$ cat config.mk
export PLATFORM = sky130hd
export DESIGN_NAME = wb_regfile_flat
export DESIGN_NICKNAME = d
export VERILOG_FILES = /design/src/rtl/wb_regfile_if.sv /design/src/rtl/wb_regfile.sv /design/src/flat_wrapper.sv
export SDC_FILE = /design/constraint.sdc
export NUM_CORES = 2
export LEC_CHECK = 0
export CAP_MARGIN = 30
export CORE_UTILIZATION = 38
export DETAILED_ROUTE_END_ITERATION = 10
export PLACE_DENSITY_LB_ADDON = 0.15
export RECOVER_POWER = 25
export SYNTH_ARGS = -nofsm -noshare
export SYNTH_HDL_FRONTEND = slang
export SYNTH_SLANG_ARGS = --single-unit
$ cat constraint.sdc
create_clock -name clk -period 3.8 [get_ports clk]
set_input_delay 0.76 -clock clk [delete_from_list [all_inputs] [get_ports clk]]
set_output_delay 0.76 -clock clk [all_outputs]
set_load 0.01 [all_outputs]
$ cat src/rtl/wb_regfile_if.sv
// wb_regfile_if: writeback, read-port and scoreboard signals of the register file.
// The master side (pipeline) drives requests; the slave side (wb_regfile) returns data and busy.
interface wb_regfile_if #(
  parameter int DW = 32,
  parameter int AW = 5
);

  logic          wwreg;
  logic [AW-1:0] wrn;
  logic [DW-1:0] wdi;

  logic [AW-1:0] rna;
  logic [AW-1:0] rnb;
  logic [DW-1:0] qa;
  logic [DW-1:0] qb;

  logic          sb_set;
  logic [AW-1:0] sb_rn;
  logic          busy_a;
  logic          busy_b;

  logic [31:0]   wr_cnt;

  modport master (
    output wwreg, wrn, wdi, rna, rnb, sb_set, sb_rn,
    input  qa, qb, busy_a, busy_b, wr_cnt
  );

  modport slave (
    input  wwreg, wrn, wdi, rna, rnb, sb_set, sb_rn,
    output qa, qb, busy_a, busy_b, wr_cnt
  );

endinterface

$ cat src/rtl/wb_regfile.sv
// wb_regfile: 2**AW x DW register file written by writeback, with a pending-write scoreboard for decode.
// Define REGFILE_BYPASS_EN to forward same-cycle writeback data and mask busy for the completing register.
module wb_regfile #(
  parameter int DW = 32,
  parameter int AW = 5
) (
  input  logic        clk,
  input  logic        clrn,
  wb_regfile_if.slave rf
);

  localparam int DEPTH = 1 << AW;

  logic [DW-1:0]    regs [DEPTH];
  logic [DEPTH-1:0] pending_q;
  logic [DEPTH-1:0] pending_d;
  logic [DEPTH-1:0] clr_vec;
  logic [DEPTH-1:0] set_vec;
  logic [31:0]      wr_cnt_q;
  logic             wr_commit;
  logic [DW-1:0]    qa_d;
  logic [DW-1:0]    qb_d;
  logic             busy_a_d;
  logic             busy_b_d;

  // Writes to register 0 are dropped entirely, including the commit count.
  assign wr_commit = rf.wwreg && (rf.wrn != '0);

  always_comb begin
    clr_vec = '0;
    set_vec = '0;
    if (wr_commit) begin
      clr_vec[rf.wrn] = 1'b1;
    end
    if (rf.sb_set && (rf.sb_rn != '0)) begin
      set_vec[rf.sb_rn] = 1'b1;
    end
  end

  // Set is applied after clear so a newly issued producer outranks the one completing now.
  assign pending_d = (pending_q & ~clr_vec) | set_vec;

  always_ff @(posedge clk or negedge clrn) begin
    if (!clrn) begin
      pending_q <= '0;
    end else begin
      pending_q <= pending_d;
    end
  end

  always_ff @(posedge clk or negedge clrn) begin
    if (!clrn) begin
      for (int i = 0; i < DEPTH; i++) begin
        regs[i] <= '0;
      end
    end else if (wr_commit) begin
      regs[rf.wrn] <= rf.wdi;
    end
  end

  always_ff @(posedge clk or negedge clrn) begin
    if (!clrn) begin
      wr_cnt_q <= '0;
    end else if (wr_commit) begin
      wr_cnt_q <= wr_cnt_q + 32'd1;
    end
  end

`ifdef REGFILE_BYPASS_EN
  logic fwd_en;

  // Forwarding is held off during reset so outputs stay zero while clrn is low.
  assign fwd_en = clrn && wr_commit;

  always_comb begin
    qa_d     = (rf.rna == '0) ? '0 : regs[rf.rna];
    qb_d     = (rf.rnb == '0) ? '0 : regs[rf.rnb];
    busy_a_d = pending_q[rf.rna];
    busy_b_d = pending_q[rf.rnb];
    if (fwd_en && (rf.rna == rf.wrn)) begin
      qa_d = rf.wdi;
      if (!set_vec[rf.rna]) begin
        busy_a_d = 1'b0;
      end
    end
    if (fwd_en && (rf.rnb == rf.wrn)) begin
      qb_d = rf.wdi;
      if (!set_vec[rf.rnb]) begin
        busy_b_d = 1'b0;
      end
    end
  end
`else
  always_comb begin
    qa_d     = (rf.rna == '0) ? '0 : regs[rf.rna];
    qb_d     = (rf.rnb == '0) ? '0 : regs[rf.rnb];
    busy_a_d = pending_q[rf.rna];
    busy_b_d = pending_q[rf.rnb];
  end
`endif

  assign rf.qa     = qa_d;
  assign rf.qb     = qb_d;
  assign rf.busy_a = busy_a_d;
  assign rf.busy_b = busy_b_d;
  assign rf.wr_cnt = wr_cnt_q;

endmodule

$ cat src/flat_wrapper.sv
// flat-port wrapper written by rule: the top's interface ports become plain ports
module wb_regfile_flat 
#(
  parameter int DW = 32,
  parameter int AW = 5
)
  (clk, clrn, rf_wwreg, rf_wrn, rf_wdi, rf_rna, rf_rnb, rf_sb_set, rf_sb_rn, rf_qa, rf_qb, rf_busy_a, rf_busy_b, rf_wr_cnt);
  wb_regfile_if #(.DW(DW), .AW(AW)) rf_i ();
  input  logic clk;
  input  logic clrn;
  input wire logic [$bits(rf_i.wwreg)-1:0] rf_wwreg;
  input wire logic [$bits(rf_i.wrn)-1:0] rf_wrn;
  input wire logic [$bits(rf_i.wdi)-1:0] rf_wdi;
  input wire logic [$bits(rf_i.rna)-1:0] rf_rna;
  input wire logic [$bits(rf_i.rnb)-1:0] rf_rnb;
  input wire logic [$bits(rf_i.sb_set)-1:0] rf_sb_set;
  input wire logic [$bits(rf_i.sb_rn)-1:0] rf_sb_rn;
  output wire logic [$bits(rf_i.qa)-1:0] rf_qa;
  output wire logic [$bits(rf_i.qb)-1:0] rf_qb;
  output wire logic [$bits(rf_i.busy_a)-1:0] rf_busy_a;
  output wire logic [$bits(rf_i.busy_b)-1:0] rf_busy_b;
  output wire logic [$bits(rf_i.wr_cnt)-1:0] rf_wr_cnt;
  assign rf_i.wwreg = rf_wwreg;
  assign rf_i.wrn = rf_wrn;
  assign rf_i.wdi = rf_wdi;
  assign rf_i.rna = rf_rna;
  assign rf_i.rnb = rf_rnb;
  assign rf_i.sb_set = rf_sb_set;
  assign rf_i.sb_rn = rf_sb_rn;
  assign rf_qa = rf_i.qa;
  assign rf_qb = rf_i.qb;
  assign rf_busy_a = rf_i.busy_a;
  assign rf_busy_b = rf_i.busy_b;
  assign rf_wr_cnt = rf_i.wr_cnt;
  wb_regfile #(.DW(DW), .AW(AW)) u_core (.clk(clk), .clrn(clrn), .rf(rf_i));
endmodule
==> flow_summary.json <==
{
  "status": "finished, violations left",
  "violations": "capacitance limit, slew limit, setup timing",
  "ant_nets": 0,
  "crit_chain": "buf_4, buf_6, nand2b_4, buf_12, o21ai_0, a311oi_2, buf_4, clkdlybuf4s50_1",
  "min_from": "u_core.regs[1017]$_DFFE_PN0P_",
  "cts_tree": "done",
  "placed_area_um2": 65600,
  "startpoint_type": "input pin",
  "crit_buf_inv": 5,
  "path_class": "in -> out",
  "synthDistinctLibCells": 46,
  "grt_pass1_vias": 39900,
  "wl_met1_um": 90300,
  "p_total_mw": 36.4,
  "setup_ws_ns": -0.0123,
  "diodes": 0,
  "irDropWorstVdd_v": 0.000470,
  "required_ns": 3.04,
  "ys.flop_type": "dfrtp_1",
  "max_freq_mhz": 262,
  "worst_slew_pin_slew_ns": 2.23,
  "start_util": 0.383,
  "grt_pass1_wl_um": 298000,
  "crit_family": "buffers and inverters",
  "grt_usage": 0.271,
  "r2r_start": "u_core.rf.wr_cnt[12]$_DFFE_PN0P_",
  "period_share": 1.00,
  "cp_slowest_stage_delay_ns": 0.54,
  "root_buffer": "clkbuf_16",
  "drt_first_pass_iters": 5,
  "drive_gt1_frac": 0.537,
  "gp_congestion": 0.814,
  "synth-async-reset-ratio": 1.00,
  "p_leak_nw": 30.4,
  "fillers": 13200,
  "drt-initial-drc-count": 3387,
  "syn_area_per_cell_um2": 14.8,
  "multi_input_area_um2": 29000,
  "cpMaxStageDelayCell": "clkdlybuf4s50_1",
  "io_pins": 154,
  "dieHeight_um": 391,
  "top_layer": "met5",
  "cts_buffers": 134,
  "seq_area_um2": 27200,
  "route.vias.total": 38600,
  "drc": 0,
  "crit_path_end_kind": "output pin",
  "wl_um": 205000,
  "cp_max_fo": 13,
  "cap_violations": 1,
  "portBuffers": 153,
  "clkPwrFrac": 0.368,
  "power_switching_mw": 9.88,
  "power_density_nw_per_um2": 512,
  "vias_per_cell": 6.07,
  "setup_viol": 2,
  "hp-class": "reg -> reg",
  "cts.reportedPaths.clkPinSlew_ns": 0.05,
  "place_ws_ns": -0.333,
  "fp.coreArea_um2": 150000,
  "wl_per_cell_um": 32.3,
  "pwr-share-comb": 0.208,
  "synthCells": 3894,
  "syn2layout_area_growth_pct": 23.7,
  "die_width_um": 391,
  "drv_slew": 56,
  "antenna_found_initial": 8,
  "dp_hpwl_um": 128000,
  "dr_wl_met3_um": 11600,
  "yosysSeqAreaShare": 0.474,
  "yosys_warnings": 0,
  "clockBufferDepth": 3,
  "die_area_um2": 153000,
  "synth_edf_count": 0,
  "h-tree-depth": 4,
  "clock_latency_ns": 0.76,
  "finalClockSkew_ns": 0.00880,
  "fin_crit_ns": 3.81,
  "synth_fp_nets": 3951,
  "rows": 142,
  "grt_max_degree": 106,
  "dr_wl_met2_um": 96700,
  "synth_area_um2": 57500,
  "startpoint": "rf_rna[4]",
  "clock_sinks": 1088,
  "rsz0062_at_grt": "yes",
  "crit_arrival_ns": 3.05,
  "internal_power_mw": 26.5,
  "grt-ovfl-total": 0,
  "seqPwrFrac": 0.424,
  "switching_share": 0.271,
  "hold_violations": 0,
  "path_common_cell": "buf_4",
  "fin_nets": 4289,
  "relSlewSlack": -0.487,
  "ys_ff_latch": 1088,
  "timing.hold.ws_ns": 0.391,
  "final_area_um2": 71100
}
-- flip-flops by register name (all words and copies together) (netlist names) --
signal,cells
u_core.regs,1024
u_core.rf.wr_cnt,32
u_core.pending_q,32
-- layer usage --
layer | vias up | GRT usage
li1 | 15800 | -
met1 | 21200 | 0.383
met2 | 1245 | 0.428
met3 | 346 | 0.0423
met4 | 4 | 0.0869
met5 | - | 0
-- worst register-to-register path, cell delays in order, from the launching register on --
cell	delay (ns)
dfrtp_1	0.46
nand3_1	0.18
nor4b_2	0.81
nand4_1	0.22
xnor2_1	0.18
-- placed cells by master (no fill, tap or decap), types with 28 or more instances in the layout --
cell type	instances
buf_12	132
a211oi_1	46
nand2_1	41
clkbuf_16	147
clkbuf_1	36
nor2b_1	68
a22oi_1	62
clkbuf_8	28
buf_4	300
a311oi_1	35
mux2i_1	128
buf_16	31
dfrtp_1	1088
mux2_2	1038
clkdlybuf4s50_1	122
a221oi_1	37
o21ai_0	107
mux4_2	468
xnor2_1	30
-- worst paths after layout --
check                                                   end  slack, ns  depth (start not counted)
min reg2reg                   u_core.regs[1017]$_DFFE_PN0P_       0.39                          0
min in group asynchronous      u_core.regs[253]$_DFFE_PN0P_       1.19                          2
max reg2reg                u_core.rf.wr_cnt[31]$_DFFE_PN0P_       1.83                          4
min                           u_core.regs[1017]$_DFFE_PN0P_       0.39                          0
max                                               rf_qa[30]      -0.01                          8
max in group asynchronous      u_core.regs[254]$_DFFE_PN0P_       0.43                          3
-- synthesized netlist by cell type, drive strengths merged, types with 16 or more instances --
| library cell | instances | area, um2 |
|---|---|---|
| dfrtp | 1088 | 27200 |
| mux2 | 1059 | 11900 |
| mux4 | 468 | 10500 |
| clkbuf | 223 | 837 |
| buf | 221 | 1050 |
| o21ai | 134 | 671 |
| mux2i | 128 | 1280 |
| nor2b | 72 | 450 |
| a211oi | 65 | 493 |
| a22oi | 64 | 480 |
| a311oi | 64 | 561 |
| a221oi | 49 | 429 |
| nand2 | 49 | 184 |
| xnor2 | 30 | 263 |
| nor2 | 29 | 109 |
| nand3 | 22 | 110 |
| nand4 | 21 | 131 |
| inv | 16 | 60.1 |
-- power by group through the flow --
stage	registers (mW)	clock network, mW	logic, mW
after global placement	15.5	0	7.24
after floorplan	15.0	0	5.08
after global routing	15.7	14.2	8.09
after detailed placement	15.6	0	7.41
after CTS	15.4	13.7	7.56
final	15.4	13.4	7.57
-- metrics by stage --
step,instances,util,setup TNS (ns)
3_5_place_dp,6080,0.437,-5.70
4_1_cts,6333,0.472,-0.209
5_1_grt,6355,0.474,-0.229
3_3_place_gp,6055,0.434,-6.30
2_1_floorplan,3894,-,0
6_report,6355,0.474,-0.0194
-- kinds of logic after synthesis --
family / Yosys count / share of synthesized area
AO/OA/AOI/OAI: 412 / 0.0509
XOR/XNOR: 31 / 0.00472
adder cells (fa/ha/maj): 1 / 0.000218
buffers and inverters: 460 / 0.0338
flip-flops: 1088 / 0.474
multiplexers: 1655 / 0.413
AND/OR/NAND/NOR: 247 / 0.0237
-- what timing repair did --
| item | in CTS | in global routing |
|---|---|---|
| setup buffers | 5 | 16 |
| endpoints found under the hold margin | 33 | 0 |
| cloned | 4 | 3 |
| gates resized for setup | 96 | 55 |
| pin swaps | 7 | 11 |
| setup endpoints to repair | 56 | 48 |
| hold buffers | 1 | 0 |
-- cell type report --
type / instances / share of cell area
Inverter: 16 / 0.000915
Timing Repair Buffer: 646 / 0.107
Multi-Input combinational cell: 2346 / 0.408
Clock buffer: 198 / 0.0569
Tap cell: 2016 / 0.0355
Sequential cell: 1088 / 0.383
Clock inverter: 45 / 0.00801
No activity file was read; power rests on OpenSTA's default activity.
